$ cat src/rtl/gpio_input_filter_if.sv
// Bus bundle between the GPIO register file and the input filter stage:
// raw pads and debounce configuration in, filtered level and edge pulses out.
interface gpio_input_filter_if #(
  parameter int WIDTH     = 32,
  parameter int CNT_WIDTH = 16
);
  logic [WIDTH-1:0]     gpio_in;
  logic [WIDTH-1:0]     debounce_en;
  logic [CNT_WIDTH-1:0] debounce_limit;
  logic [WIDTH-1:0]     idr;
  logic [WIDTH-1:0]     rise;
  logic [WIDTH-1:0]     fall;

  modport master (
    output gpio_in,
    output debounce_en,
    output debounce_limit,
    input  idr,
    input  rise,
    input  fall
  );

  modport slave (
    input  gpio_in,
    input  debounce_en,
    input  debounce_limit,
    output idr,
    output rise,
    output fall
  );
endinterface

$ cat src/rtl/gpio_input_filter.sv
// Per-pin synchronizer plus optional stability-counter debounce, producing the
// filtered IDR level and single-cycle rise/fall pulses for the status logic.
module gpio_input_filter #(
  parameter int WIDTH       = 32,
  parameter int SYNC_STAGES = 2,
  parameter int CNT_WIDTH   = 16
) (
  input  logic                 clk,
  input  logic                 rst,
  gpio_input_filter_if.slave   bus
);

  localparam logic [CNT_WIDTH-1:0] CNT_ONE = 1;

  logic [WIDTH-1:0]     sync_q [SYNC_STAGES];
  logic [WIDTH-1:0]     sync_val;
  logic [WIDTH-1:0]     s_q;
  logic [WIDTH-1:0]     s_next;
  logic [WIDTH-1:0]     rise_q;
  logic [WIDTH-1:0]     fall_q;
  logic [CNT_WIDTH-1:0] cnt_q    [WIDTH];
  logic [CNT_WIDTH-1:0] cnt_next [WIDTH];

  // Plain flop chain with nothing in between, so each stage has a full cycle to resolve.
  always_ff @(posedge clk) begin
    if (rst) begin
      for (int k = 0; k < SYNC_STAGES; k++) begin
        sync_q[k] <= '0;
      end
    end else begin
      sync_q[0] <= bus.gpio_in;
      for (int k = 1; k < SYNC_STAGES; k++) begin
        sync_q[k] <= sync_q[k-1];
      end
    end
  end

  assign sync_val = sync_q[SYNC_STAGES-1];

  // The >= compare lets the limit drop mid-count without the counter wrapping.
  always_comb begin
    s_next = s_q;
    for (int i = 0; i < WIDTH; i++) begin
      cnt_next[i] = '0;
      if (!bus.debounce_en[i]) begin
        s_next[i] = sync_val[i];
      end else if (sync_val[i] != s_q[i]) begin
        if (cnt_q[i] >= bus.debounce_limit) begin
          s_next[i] = sync_val[i];
        end else begin
          cnt_next[i] = cnt_q[i] + CNT_ONE;
        end
      end
    end
  end

  always_ff @(posedge clk) begin
    if (rst) begin
      s_q    <= '0;
      rise_q <= '0;
      fall_q <= '0;
      for (int i = 0; i < WIDTH; i++) begin
        cnt_q[i] <= '0;
      end
    end else begin
      s_q    <= s_next;
      rise_q <= ~s_q & s_next;
      fall_q <= s_q & ~s_next;
      for (int i = 0; i < WIDTH; i++) begin
        cnt_q[i] <= cnt_next[i];
      end
    end
  end

  assign bus.idr  = s_q;
  assign bus.rise = rise_q;
  assign bus.fall = fall_q;

endmodule

$ cat src/flat_wrapper.sv
// flat-port wrapper written by rule: the top's interface ports become plain ports
module gpio_input_filter_flat 
#(
  parameter int WIDTH       = 32,
  parameter int SYNC_STAGES = 2,
  parameter int CNT_WIDTH   = 16
)
  (clk, rst, bus_gpio_in, bus_debounce_en, bus_debounce_limit, bus_idr, bus_rise, bus_fall);
  gpio_input_filter_if #(.WIDTH(WIDTH), .CNT_WIDTH(CNT_WIDTH)) bus_i ();
  input  logic clk;
  input  logic rst;
  input wire logic [$bits(bus_i.gpio_in)-1:0] bus_gpio_in;
  input wire logic [$bits(bus_i.debounce_en)-1:0] bus_debounce_en;
  input wire logic [$bits(bus_i.debounce_limit)-1:0] bus_debounce_limit;
  output wire logic [$bits(bus_i.idr)-1:0] bus_idr;
  output wire logic [$bits(bus_i.rise)-1:0] bus_rise;
  output wire logic [$bits(bus_i.fall)-1:0] bus_fall;
  assign bus_i.gpio_in = bus_gpio_in;
  assign bus_i.debounce_en = bus_debounce_en;
  assign bus_i.debounce_limit = bus_debounce_limit;
  assign bus_idr = bus_i.idr;
  assign bus_rise = bus_i.rise;
  assign bus_fall = bus_i.fall;
  gpio_input_filter #(.WIDTH(WIDTH), .SYNC_STAGES(SYNC_STAGES), .CNT_WIDTH(CNT_WIDTH)) u_core (.clk(clk), .rst(rst), .bus(bus_i));
endmodule
$ cat config.mk
export PLATFORM = sky130hd
export DESIGN_NAME = gpio_input_filter_flat
export DESIGN_NICKNAME = d
export VERILOG_FILES = /design/src/rtl/gpio_input_filter_if.sv /design/src/rtl/gpio_input_filter.sv /design/src/flat_wrapper.sv
export SDC_FILE = /design/constraint.sdc
export NUM_CORES = 2
export LEC_CHECK = 0
export CORE_ASPECT_RATIO = 0.5
export CORE_UTILIZATION = 42
export DETAILED_ROUTE_END_ITERATION = 8
export HOLD_SLACK_MARGIN = 0.06
export PLACE_DENSITY = 0.57
export SLEW_MARGIN = 10
export SYNTH_ARGS = -nofsm -noshare
export SYNTH_HDL_FRONTEND = slang
export SYNTH_SLANG_ARGS = --single-unit
$ cat constraint.sdc
create_clock -name clk -period 6.65 [get_ports clk]
set_input_delay 0.9975 -clock clk [delete_from_list [all_inputs] [get_ports clk]]
set_output_delay 0.9975 -clock clk [all_outputs]
set_load 0.02 [all_outputs]
* Yosys cells after proc, flatten, opt, wreduce, memory -nomap -nowiden *
Memories as Yosys holds them, arrays and structs flattened.
Cells that the tools add are included.

storage, ports and cells
  input port bits = 82
  register bits after elaboration = 96
  bits in writable memories = 576
  memories = 2
  word-level logic and storage cells = 368
  output and inout bits = 96

memories
  name           words  bits a word  read ports  clocked after Yosys merged registers in  write ports  line                     text
  u_core.cnt_q   32     16           32          0                                        32           gpio_input_filter.sv:21  logic [CNT_WIDTH-1:0] cnt_q [WIDTH];
  u_core.sync_q  2      32           2           0                                        2            gpio_input_filter.sv:15  logic [WIDTH-1:0] sync_q [SYNC_STAGES];

operators by class
  bitwise operators = 38
  $lt $le $gt $ge = 32
  add/subtract/negate cells = 32
  equality and inequality tests = 32
  mux-type cells = 229

operators by type and width
  operator               number
  $mux 16                128
  $add 16x1->16 const B  32
  $ge 16x16->1           32
  $mux 1                 99
  $and 32x32->32         2
  $mux 32                2
  $not 32->32            2
  $or 1x1->1             34
  $ne 1x1->1             32

* Logic depth before layout (Yosys ltp) *
  word-level depth = 6
  gate-level depth with buffers = 9
  depth with buffers taken out = 7

* Worst setup path after synthesis *
OpenSTA, ideal clock, no wires.

  path kind = input to register
  start = in bus_debounce_limit[7]
  end = mem u_core.cnt_q[21][6], in the netlist u_core.cnt_q[0][342]
  path slack = 3.064 ns
  cell stages on the path = 9
  data arrival time = 3.524 ns
  path through = inv_1 ha_1 a21oi_2 a211oi_1 or4b_1 or4b_1 buf_2 buf_12 nor2_4

RTL lines
  what                line                     text
  start: declaration  flat_wrapper.sv:14       input wire logic [$bits(bus_i.debounce_limit)-1:0] bus_debounce_limit;
  end: declaration    gpio_input_filter.sv:21

==> results.cfg <==
[outcome]
status = completed

[cts]
clk_pin_slew_ns = 0.07
hold_buffers = 0
cts_inserted_buffers = 67
htree_levels = 3
cts_setup_buffers = 0
cts_tree = done
cts.path.max_buffers = 3
cts_resized = 0
clock_latency_ns = 0.64
cts_sinks = 672
cts_root_buf = clkbuf_16

[setup_path]
r2r-end = u_core.cnt_q[0][350]
reg2reg_slack_ns = 3.89
worstPathCellList = clkdlybuf4s50_1 -> inv_2 -> buf_4 -> ha_1 -> a21oi_1 -> a211oi_1 -> or4b_2 -> nand4bb_1 -> nor2_1
crit_fanout = 28
crit_arrival_ns = 4.46
required_ns = 7.19
worst_setup_path_end_kind = flop
start_kind = primary input
reg2reg_from = u_core.cnt_q[0][343]
reg2reg_depth = 6
crit_type = in -> reg
crit_slowest_cell = buf_4
slowest_delay_ns = 0.66

[timing]
setup_tns_ns = 0
fmax_mhz = 255
hold_viol = 0
report.final.slew_viol_count = 0
fin_crit_sh_pct = 58.9
skew_ns = 0.0190
rsz0062_at_grt = false
whs_ns = 0.421
relSlewSlack_pct = 29.2
setup_viol = 0
tightest_slew_ns = 1.06
layout_min_cycle_time_ns = 3.91

[grt]
antenna_found_initial = 2
grt_pass1_wl_um = 153000
grt_max_degree = 122
grt_usage_pct = 21.3
gr-total-overflow = 0
grt_pass1_vias = 28000

[logic_synthesis]
ys_warn_count = 0
synth_nets = 4728
async_flop_share_pct = 0
syn_avg_cell_area_um2 = 9.05
synth_edf_count = 0
syn_area_um2 = 37100
synth_cell_type_count = 62
synthFlopType = dfxtp_1
seq_area_frac_synth_pct = 36.2
yosys_register_bits = 672
synthCells = 4102

[detailed_routing]
drt_iter0_markers = 1474
drc_errors = 0
via_per_inst = 5.28
drtPass1Iterations = 5
via_count = 29100
antenna_left = 0
drt-total-wl_um = 94800
wl_per_cell_um = 17.2

[die]
num_rows = 76
io_pins = 178
fp.dieH_um = 212
core_um2 = 86800
die_w_um = 422
die_area_um2 = 89700
start_util_pct = 42.8

[cells_and_area]
fillers = 8097
fin_util_pct = 48.9
multiInputGateArea_um2 = 23000
area.sequential_um2 = 13500
diodes = 0
final_cell_mix = dfxtp_1 (672), nor2_1 (613), ha_1 (544), xor2_1 (280), nand3_1 (247)
nNetsFinal = 4924
design_area_um2 = 42500
drive_above_1_share_pct = 3.96
syn2layout_area_growth_pct = 14.4
final_common_cell = dfxtp_1

[min_path]
whs_path_depth = 1
hp-start = u_core.sync_q[0][11]
worstHoldPathType = reg -> reg
hold_path_end = u_core.sync_q[0][43]

[placement]
place_hpwl_um = 65500
io_buffers = 177
gp_congestion = 0.811
dpl_cell_area_um2 = 40300

[pwr]
pwr-share-seq_pct = 47.6
p_per_area_nw_per_um2 = 202
p_int_mw = 6.55
vdd_drop_max_v = 0.000159
p_leak_nw = 16.4
combinationalPowerShare_pct = 6.4
switching_share_pct = 23.6
power.switching_mw = 2.02
pwr-share-clk_pct = 46.0

[flow_run]
maxCapViolations = 0
==> power by group through the flow <==
stage / logic, mW / clock network (mW) / registers [mW]
floorplan: 0.295 / 0 / 4.18
global placement: 0.537 / 0 / 4.17
detailed placement: 0.553 / 0 / 4.17
CTS: 0.555 / 4.06 / 4.08
global route: 0.607 / 4.23 / 4.08
finish: 0.548 / 3.94 / 4.08
==> logic make-up (layout without fill, tap and decap cells) <==
| family | count (synthesis) | count (layout) | share of synthesized area (%) |
|---|---|---|---|
| adders and majority gates | 544 | 544 | 18.3 |
| DFF | 672 | 672 | 36.2 |
| and+or+nand+nor | 1765 | 1765 | 24.0 |
| AOI/OAI and AO/OA | 445 | 445 | 7.78 |
| muxes | 31 | 31 | 0.836 |
| buffers and inverters | 184 | 426 | 1.95 |
| xor gates and xnor gates | 461 | 461 | 10.9 |
==> state kept, by name (all words and copies together) (netlist names) <==
register / flops
u_core.cnt_q: 512
u_core.bus.idr: 32
u_core.bus.rise: 32
u_core.sync_q: 64
u_core.bus.fall: 32
==> final cells by class <==
cell class              count  share of cell area [%]
repair buffers            199                    4.61
clock buffers             102                    4.86
inverters                 112                   0.989
flip-flops and latches    672                    31.7
multi-input cells        3246                    54.0
well taps                1170                    3.45
clock inverters            13                   0.403
==> stage by stage <==
stage                     cells  setup WS (ns)  power [mW]
after CTS                  5514           2.73        8.70
final                      5514           2.74        8.57
after global routing       5514           2.51        8.92
after floorplan            4102           3.06        4.47
after detailed placement   5399           2.01        4.72
after global placement     5399           2.03        4.71
==> worst max-delay path by stage <==
stage                                       from              endpoint  depth (start not counted)
after floorplan            bus_debounce_limit[7]  u_core.cnt_q[0][342]                          9
after global placement    bus_debounce_limit[13]  u_core.cnt_q[0][350]                          8
after detailed placement  bus_debounce_limit[13]  u_core.cnt_q[0][350]                          8
after CTS                 bus_debounce_limit[13]  u_core.cnt_q[0][350]                          8
after global routing      bus_debounce_limit[13]  u_core.cnt_q[0][262]                          9
final                      bus_debounce_limit[7]  u_core.cnt_q[0][400]                          9
==> critical path: cells and delay by family <==
family,cells,cell delay (ns)
adders and majority gates,1,0.40
and+or+nand+nor,3,1.56
buffers and inverters,3,1.23
AOI/OAI and AO/OA,2,0.25
==> layer usage <==
layer | share of wire, % | up-vias | global-route usage (%)
met5 | 0 | - | 0
met1 | 49 | 13700 | 28.9
met3 | 3.0 | 120 | 2.87
met2 | 45 | 321 | 35.5
met4 | 2.1 | 0 | 5.66
li1 | - | 14900 | -
==> synth_stat cells, drive strengths merged, types with 31 or more instances <==
cell type	number	share of area [%]
a211oi	53	1.1
a21oi	121	1.6
and3	104	1.8
and4	41	0.97
clkbuf	59	0.60
dfxtp	672	36
ha	544	18
inv	112	1.1
mux2i	31	0.84
nand2	183	1.8
nand2b	121	2.0
nand3	247	3.3
nand4	152	2.6
nor2	633	6.7
nor2b	71	1.2
nor3	113	1.5
o21ai	100	1.3
xnor2	181	4.3
xor2	280	6.6
(Power assumes the default switching activity.)
